==> src/rtl/wb_result_arbiter_pkg.sv <==
// wb_result_arbiter_pkg: shared widths, grant-reason enum and pointer helper
// for the writeback result arbiter. Optional feature macro used by the
// arbiter: WB_ARB_HEAD_PRIO_EN (grant the ROB head entry first).

`ifndef ROB_ID_SIZE
`define ROB_ID_SIZE 6
`endif
`ifndef DEST_ADDR_SIZE
`define DEST_ADDR_SIZE 5
`endif
`ifndef INS_TYPE_SIZE
`define INS_TYPE_SIZE 4
`endif
`ifndef DATA_WIDTH
`define DATA_WIDTH 32
`endif
`ifndef EXCEPTION_ID_SIZE
`define EXCEPTION_ID_SIZE 4
`endif

package wb_result_arbiter_pkg;

  localparam int WB_ARB_NUM_SRC_DFLT = 3;

  // Why a source won this cycle's grant.
  typedef enum logic [1:0] {
    PICK_NONE = 2'd0,
    PICK_RR   = 2'd1,
    PICK_HEAD = 2'd2
  } pick_src_e;

  // Round-robin successor of a granted index.
  function automatic int rr_next(input int idx, input int n);
    return (idx >= n - 1) ? 0 : idx + 1;
  endfunction

endpackage

==> src/rtl/wb_result_arbiter_rr_priority_picker.sv <==
// rr_priority_picker: purely combinational round-robin pick. Returns the
// first eligible index searching upward from start_ptr with wrap-around.

module rr_priority_picker #(
  parameter int NUM_SRC = 3,
  parameter int PTR_W   = 2
) (
  input  logic [NUM_SRC-1:0] eligible,
  input  logic [PTR_W-1:0]   start_ptr,
  output logic [NUM_SRC-1:0] grant,
  output logic [PTR_W-1:0]   grant_idx,
  output logic               grant_any
);

  int cand;

  // Walk the ring starting at start_ptr; the first eligible slot wins.
  always_comb begin
    grant     = '0;
    grant_idx = '0;
    grant_any = 1'b0;
    cand      = 0;
    for (int k = 0; k < NUM_SRC; k++) begin
      cand = int'(start_ptr) + k;
      if (cand >= NUM_SRC) cand = cand - NUM_SRC;
      if (!grant_any && eligible[cand]) begin
        grant_any   = 1'b1;
        grant[cand] = 1'b1;
        grant_idx   = PTR_W'(cand);
      end
    end
  end

endmodule

==> src/rtl/wb_result_arbiter.sv <==
// wb_result_arbiter: one-entry holding buffer per execution unit, a
// round-robin scheduler and a registered result port toward writeback.
// Build option: define WB_ARB_HEAD_PRIO_EN to grant an eligible entry whose
// ROB id equals head_id ahead of round-robin order (lowest index on ties).

module wb_result_arbiter
  import wb_result_arbiter_pkg::*;
#(
  parameter int NUM_SRC           = WB_ARB_NUM_SRC_DFLT,
  parameter int ROB_ID_SIZE       = `ROB_ID_SIZE,
  parameter int DEST_ADDR_SIZE    = `DEST_ADDR_SIZE,
  parameter int INS_TYPE_SIZE     = `INS_TYPE_SIZE,
  parameter int DATA_WIDTH        = `DATA_WIDTH,
  parameter int EXCEPTION_ID_SIZE = `EXCEPTION_ID_SIZE
) (
  input  logic                                  clk,
  input  logic                                  reset,
  input  logic [NUM_SRC-1:0]                    src_valid,
  output logic [NUM_SRC-1:0]                    src_ready,
  input  logic [NUM_SRC*ROB_ID_SIZE-1:0]        src_rob_id,
  input  logic [NUM_SRC*DEST_ADDR_SIZE-1:0]     src_dest_addr,
  input  logic [NUM_SRC*INS_TYPE_SIZE-1:0]      src_ins_type,
  input  logic [NUM_SRC*DATA_WIDTH-1:0]         src_data,
  input  logic [NUM_SRC*EXCEPTION_ID_SIZE-1:0]  src_exception,
  input  logic [ROB_ID_SIZE-1:0]                head_id,
  input  logic                                  halt,
  output logic [ROB_ID_SIZE-1:0]                ins_rob_id,
  output logic [DEST_ADDR_SIZE-1:0]             dest_addr,
  output logic [INS_TYPE_SIZE-1:0]              ins_type,
  output logic [DATA_WIDTH-1:0]                 ins_data,
  output logic [EXCEPTION_ID_SIZE-1:0]          ins_exception,
  output logic                                  is_nop,
  output logic [NUM_SRC-1:0]                    grant_vec
);

  localparam int PTR_W = (NUM_SRC > 1) ? $clog2(NUM_SRC) : 1;

  // Holding buffers
  logic [NUM_SRC-1:0]           hold_valid_q, hold_valid_d;
  logic [ROB_ID_SIZE-1:0]       hold_rob_q   [NUM_SRC];
  logic [ROB_ID_SIZE-1:0]       hold_rob_d   [NUM_SRC];
  logic [DEST_ADDR_SIZE-1:0]    hold_dest_q  [NUM_SRC];
  logic [DEST_ADDR_SIZE-1:0]    hold_dest_d  [NUM_SRC];
  logic [INS_TYPE_SIZE-1:0]     hold_type_q  [NUM_SRC];
  logic [INS_TYPE_SIZE-1:0]     hold_type_d  [NUM_SRC];
  logic [DATA_WIDTH-1:0]        hold_data_q  [NUM_SRC];
  logic [DATA_WIDTH-1:0]        hold_data_d  [NUM_SRC];
  logic [EXCEPTION_ID_SIZE-1:0] hold_exc_q   [NUM_SRC];
  logic [EXCEPTION_ID_SIZE-1:0] hold_exc_d   [NUM_SRC];

  logic [PTR_W-1:0]             rr_ptr_q, rr_ptr_d;

  // Output stage
  logic [ROB_ID_SIZE-1:0]       out_rob_q, out_rob_d;
  logic [DEST_ADDR_SIZE-1:0]    out_dest_q, out_dest_d;
  logic [INS_TYPE_SIZE-1:0]     out_type_q, out_type_d;
  logic [DATA_WIDTH-1:0]        out_data_q, out_data_d;
  logic [EXCEPTION_ID_SIZE-1:0] out_exc_q, out_exc_d;
  logic                         is_nop_q, is_nop_d;
  logic [NUM_SRC-1:0]           grant_vec_q, grant_vec_d;

  // Arbitration
  logic [NUM_SRC-1:0]           eligible;
  logic [NUM_SRC-1:0]           rr_grant;
  logic [PTR_W-1:0]             rr_idx;
  logic                         rr_any;
  logic [NUM_SRC-1:0]           grant;
  logic [PTR_W-1:0]             grant_idx;
  logic                         grant_any;
  pick_src_e                    pick_kind;

  assign eligible  = hold_valid_q & {NUM_SRC{~halt}};
  assign src_ready = ~hold_valid_q | grant;

  rr_priority_picker #(
    .NUM_SRC (NUM_SRC),
    .PTR_W   (PTR_W)
  ) u_picker (
    .eligible  (eligible),
    .start_ptr (rr_ptr_q),
    .grant     (rr_grant),
    .grant_idx (rr_idx),
    .grant_any (rr_any)
  );

`ifdef WB_ARB_HEAD_PRIO_EN
  logic [NUM_SRC-1:0] head_grant;
  logic [PTR_W-1:0]   head_idx;
  logic               head_any;

  // Lowest-index eligible entry that matches the ROB head.
  always_comb begin
    head_grant = '0;
    head_idx   = '0;
    head_any   = 1'b0;
    for (int i = 0; i < NUM_SRC; i++) begin
      if (!head_any && eligible[i] && (hold_rob_q[i] == head_id)) begin
        head_any      = 1'b1;
        head_grant[i] = 1'b1;
        head_idx      = PTR_W'(i);
      end
    end
  end
`else
  logic unused_head_id;
  assign unused_head_id = ^head_id;
`endif

  // Final grant: head match overrides round-robin when enabled.
  always_comb begin
    grant     = rr_grant;
    grant_idx = rr_idx;
    pick_kind = rr_any ? PICK_RR : PICK_NONE;
`ifdef WB_ARB_HEAD_PRIO_EN
    if (head_any) begin
      grant     = head_grant;
      grant_idx = head_idx;
      pick_kind = PICK_HEAD;
    end
`endif
    grant_any = (pick_kind != PICK_NONE);
  end

  // Next-state: buffer load/clear, pointer advance, output stage load.
  always_comb begin
    hold_valid_d = hold_valid_q;
    hold_rob_d   = hold_rob_q;
    hold_dest_d  = hold_dest_q;
    hold_type_d  = hold_type_q;
    hold_data_d  = hold_data_q;
    hold_exc_d   = hold_exc_q;
    for (int i = 0; i < NUM_SRC; i++) begin
      if (src_valid[i] && src_ready[i]) begin
        hold_valid_d[i] = 1'b1;
        hold_rob_d[i]   = src_rob_id[i*ROB_ID_SIZE +: ROB_ID_SIZE];
        hold_dest_d[i]  = src_dest_addr[i*DEST_ADDR_SIZE +: DEST_ADDR_SIZE];
        hold_type_d[i]  = src_ins_type[i*INS_TYPE_SIZE +: INS_TYPE_SIZE];
        hold_data_d[i]  = src_data[i*DATA_WIDTH +: DATA_WIDTH];
        hold_exc_d[i]   = src_exception[i*EXCEPTION_ID_SIZE +: EXCEPTION_ID_SIZE];
      end else if (grant[i]) begin
        hold_valid_d[i] = 1'b0;
      end
    end

    rr_ptr_d = rr_ptr_q;
    if (grant_any) rr_ptr_d = PTR_W'(rr_next(int'(grant_idx), NUM_SRC));

    // Payload is held on idle cycles; only is_nop tells WB it is stale.
    out_rob_d   = out_rob_q;
    out_dest_d  = out_dest_q;
    out_type_d  = out_type_q;
    out_data_d  = out_data_q;
    out_exc_d   = out_exc_q;
    is_nop_d    = ~grant_any;
    grant_vec_d = grant;
    if (grant_any) begin
      out_rob_d  = hold_rob_q[grant_idx];
      out_dest_d = hold_dest_q[grant_idx];
      out_type_d = hold_type_q[grant_idx];
      out_data_d = hold_data_q[grant_idx];
      out_exc_d  = hold_exc_q[grant_idx];
    end
  end

  // State registers; reset drops any held results.
  always_ff @(posedge clk or posedge reset) begin
    if (reset) begin
      hold_valid_q <= '0;
      for (int i = 0; i < NUM_SRC; i++) begin
        hold_rob_q[i]  <= '0;
        hold_dest_q[i] <= '0;
        hold_type_q[i] <= '0;
        hold_data_q[i] <= '0;
        hold_exc_q[i]  <= '0;
      end
      rr_ptr_q    <= '0;
      out_rob_q   <= '0;
      out_dest_q  <= '0;
      out_type_q  <= '0;
      out_data_q  <= '0;
      out_exc_q   <= '0;
      is_nop_q    <= 1'b1;
      grant_vec_q <= '0;
    end else begin
      hold_valid_q <= hold_valid_d;
      hold_rob_q   <= hold_rob_d;
      hold_dest_q  <= hold_dest_d;
      hold_type_q  <= hold_type_d;
      hold_data_q  <= hold_data_d;
      hold_exc_q   <= hold_exc_d;
      rr_ptr_q     <= rr_ptr_d;
      out_rob_q    <= out_rob_d;
      out_dest_q   <= out_dest_d;
      out_type_q   <= out_type_d;
      out_data_q   <= out_data_d;
      out_exc_q    <= out_exc_d;
      is_nop_q     <= is_nop_d;
      grant_vec_q  <= grant_vec_d;
    end
  end

  assign ins_rob_id    = out_rob_q;
  assign dest_addr     = out_dest_q;
  assign ins_type      = out_type_q;
  assign ins_data      = out_data_q;
  assign ins_exception = out_exc_q;
  assign is_nop        = is_nop_q;
  assign grant_vec     = grant_vec_q;

endmodule

==> config.mk <==
export PLATFORM = sky130hd
export DESIGN_NAME = wb_result_arbiter
export DESIGN_NICKNAME = d
export VERILOG_FILES = /design/src/rtl/wb_result_arbiter_pkg.sv /design/src/rtl/wb_result_arbiter_rr_priority_picker.sv /design/src/rtl/wb_result_arbiter.sv
export SDC_FILE = /design/constraint.sdc
export NUM_CORES = 1
export LEC_CHECK = 0
export ABC_AREA = 0
export BUFFER_PORTS_ARGS = -buffer_cell sky130_fd_sc_hd__buf_2
export CORE_MARGIN = 5
export CORE_UTILIZATION = 45
export CTS_CLUSTER_DIAMETER = 50
export DETAILED_ROUTE_END_ITERATION = 7
export GPL_ROUTABILITY_DRIVEN = 1
export HOLD_SLACK_MARGIN = 0.15
export PLACE_DENSITY = 0.81
export SYNTH_ARGS = -nofsm -noshare
export SYNTH_HDL_FRONTEND = slang
export SYNTH_HIERARCHICAL = 1
export SYNTH_SLANG_ARGS = --single-unit
==> constraint.sdc <==
create_clock -name clk -period 17.7 [get_ports clk]
set_clock_uncertainty 0.15 [all_clocks]
set_input_delay 0.885 -clock clk [delete_from_list [all_inputs] [get_ports clk]]
set_output_delay 0.885 -clock clk [all_outputs]
set_load 0.1 [all_outputs]
==> metrics <==
pre-CTS WS=13410 ps; Ys Warns=6; sequential-to-total area share from yosys stat=56.0%; Final Cycle Share=22.2%; Core ar.=21000 sq um; post-synthesis mux area share=24.2%; Yosys reg bits=213; die height=155 um; # DRC=0; Pre-antenna DRT Iters=4; synth top area cells=dfrtp_1, mux2_1, mux2i_1; data required time of the critical path=16670 ps; worst hold path type=flip-flop to flip-flop; max_cap viols=0; main flop type after synthesis=dfrtp_1; Post-synth EDFFs=0; gr usage total=18.0%; RSZ-0062 raised after global routing=no; DIE AREA=24200 sq um; # fillers=1751; Routed WL=22000 um; post-synth top area cell=dfrtp_1; Reg2Reg Setup Slack=14120 ps; CTS Hold Bufs=0; CP Class=input pin to output port; Clock transition at path regs=60 ps; number of core rows=53; Yosys top cell area share=55.7%; largest net degree at the start of global routing=140; clock insertion delay at the later pin of the skew report=510 ps; Final setup viols=0; Synth cell types=46; port buffer count=216; Final HPWL DP=14400 um; top-count cell post-synth=dfrtp_1; via/cell ratio=5.25; initial antenna violation count=2; final hold vios=0; Longest Clk Path Bufs=3; via count=6297; fin crit period=3940 ps; first-pass GRT wire length=35300 um; Final Max Slew Viols=0; Post-Synth XOR/XNOR Area=0%; largest family of logic cells by synthesized area=multiplexers; CTS tree=yes; drt first-iter violations=292; crit-path max FO=8; vias in the first global route=6737; clk sinks=213; TritonCTS buffer count=25; Final GP Congestion=0.787; worst slew pin tran=943 ps; Worst Path Arrival=2900 ps; layout cell share with drive strength beyond 1=32.6%; Simple-Gate Fraction of Synth Area=5.89%; post-synthesis cell count=705; syn avg cell area=13.5 sq um; crit path launch type=input pin; setup TNS=0 ps; Crit. End Element=output port; Synth Area in Compound Gates=7.19%; Clock Tree Root=clkbuf_16; status=finished clean; GRT overflow=0; # Post-CTS Setup Buffers=0; # nets final=1074; H-Tree Level Count=1; I/O pin count=223; area share of fa/ha/maj cells after synthesis=0.526%; Die Span X=155 um; Fmax=254 MHz; DR WL/cell=18.4 um; cts repair resizes=0; Post-DRT Antenna Nets=0; Starting Density=45.4%; slew margin rel.=37.1%; synth cell count leaders=dfrtp_1, mux2_1, mux2i_1, inv_1, nand3_1; fraction of registers with async set/reset=100%; Mapped Area=9520 sq um; Final WS setup=13760 ps; Synthesized Nets=874; Area Overhead vs Synth=20.1%
## layer usage
metal / part of all wire (%) / vias to the layer above / global-route usage, %
met2: 50 / 199 / 31.6
met1: 41 / 3159 / 22.6
met5: 0 / - / 0
li1: - / 2904 / -
met4: 2.1 / 0 / 4.54
met3: 7.0 / 35 / 3.89
## per-stage QoR
step           std cells  area [sq um]  utilization (%)  hold slack, ps
3_3_place_gp        1153         10600             50.6             323
6_report            1200         11400             54.6             327
2_1_floorplan        705          9520                -             314
3_5_place_dp        1153         10600             50.6             319
4_1_cts             1198         11400             54.5             332
5_1_grt             1200         11400             54.6             347
## final timing paths
| check | startpoint | end | depth (start not counted) |
|---|---|---|---|
| max in group asynchronous | reset | hold_exc_q[7] | 3 |
| setup reg to reg | rr_ptr_q[0] | ins_data[29] | 9 |
| min in group asynchronous | reset | hold_exc_q[6] | 2 |
| hold reg to reg | ins_data[30] | ins_data[30] | 1 |
| hold / removal | ins_data[30] | ins_data[30] | 1 |
| setup / recovery | halt | src_ready[0] | 8 |
## worst max-delay path, cell delays in order
cell and delay (ps):
buf_2 110, nor2b_1 450, nand2b_1 240, mux2i_4 270
a311oi_1 80, o2bb2ai_1 220, nand2b_2 200, buf_2 430
## state kept, by name, indices dropped and copies added, names as in the netlist
signal,count
hold_data_q,96
ins_exception,4
ins_type,4
is_nop,1
grant_vec,3
hold_exc_q,12
hold_rob_q,18
dest_addr,5
hold_valid_q,3
ins_rob_id,6
ins_data,32
hold_dest_q,15
rr_ptr_q,2
hold_type_q,12
## cells in the final DEF (no fill, tap or decap), types with 2 or more instances in the layout
cell type,instances
a21oi_1,22
a21oi_2,18
buf_2,216
buf_4,6
bufinv_16,2
clkbuf_1,3
clkbuf_16,25
clkbuf_8,5
clkinv_2,4
clkinvlp_4,2
dfrtp_1,212
diode_2,2
ha_1,4
inv_1,38
inv_6,3
mux2_1,153
mux2i_1,52
mux2i_4,2
nand2_1,5
nand2_4,3
nand2b_1,7
nand2b_2,3
nand3_1,35
nor2_1,21
nor2b_1,4
nor2b_4,2
o221ai_1,34
o31ai_1,2
or2_0,2
or2_1,15
## cell families after synthesis
| group | count (synthesis) |
|---|---|
| multiplexers | 208 |
| AND/OR/NAND/NOR | 102 |
| adder cells (fa/ha/maj) | 4 |
| AO/OA/AOI/OAI | 89 |
| flip-flops | 213 |
| buffers and inverters | 89 |
## area by class of cell
class	instances	area, sq um	share of cell area (%)
Clock inverter	12	130	1.14
Clock buffer	33	706	6.17
Sequential cell	213	5330	46.6
Tap cell	275	344	3.01
Antenna cell	2	5.00	0.0438
Multi-Input combinational cell	403	3640	31.8
Inverter	40	158	1.38
Timing Repair Buffer	222	1130	9.85
Power is left out: the tool's default activity adds up to more than one toggle a clock period on the data nets, which glitch-free logic cannot reach.
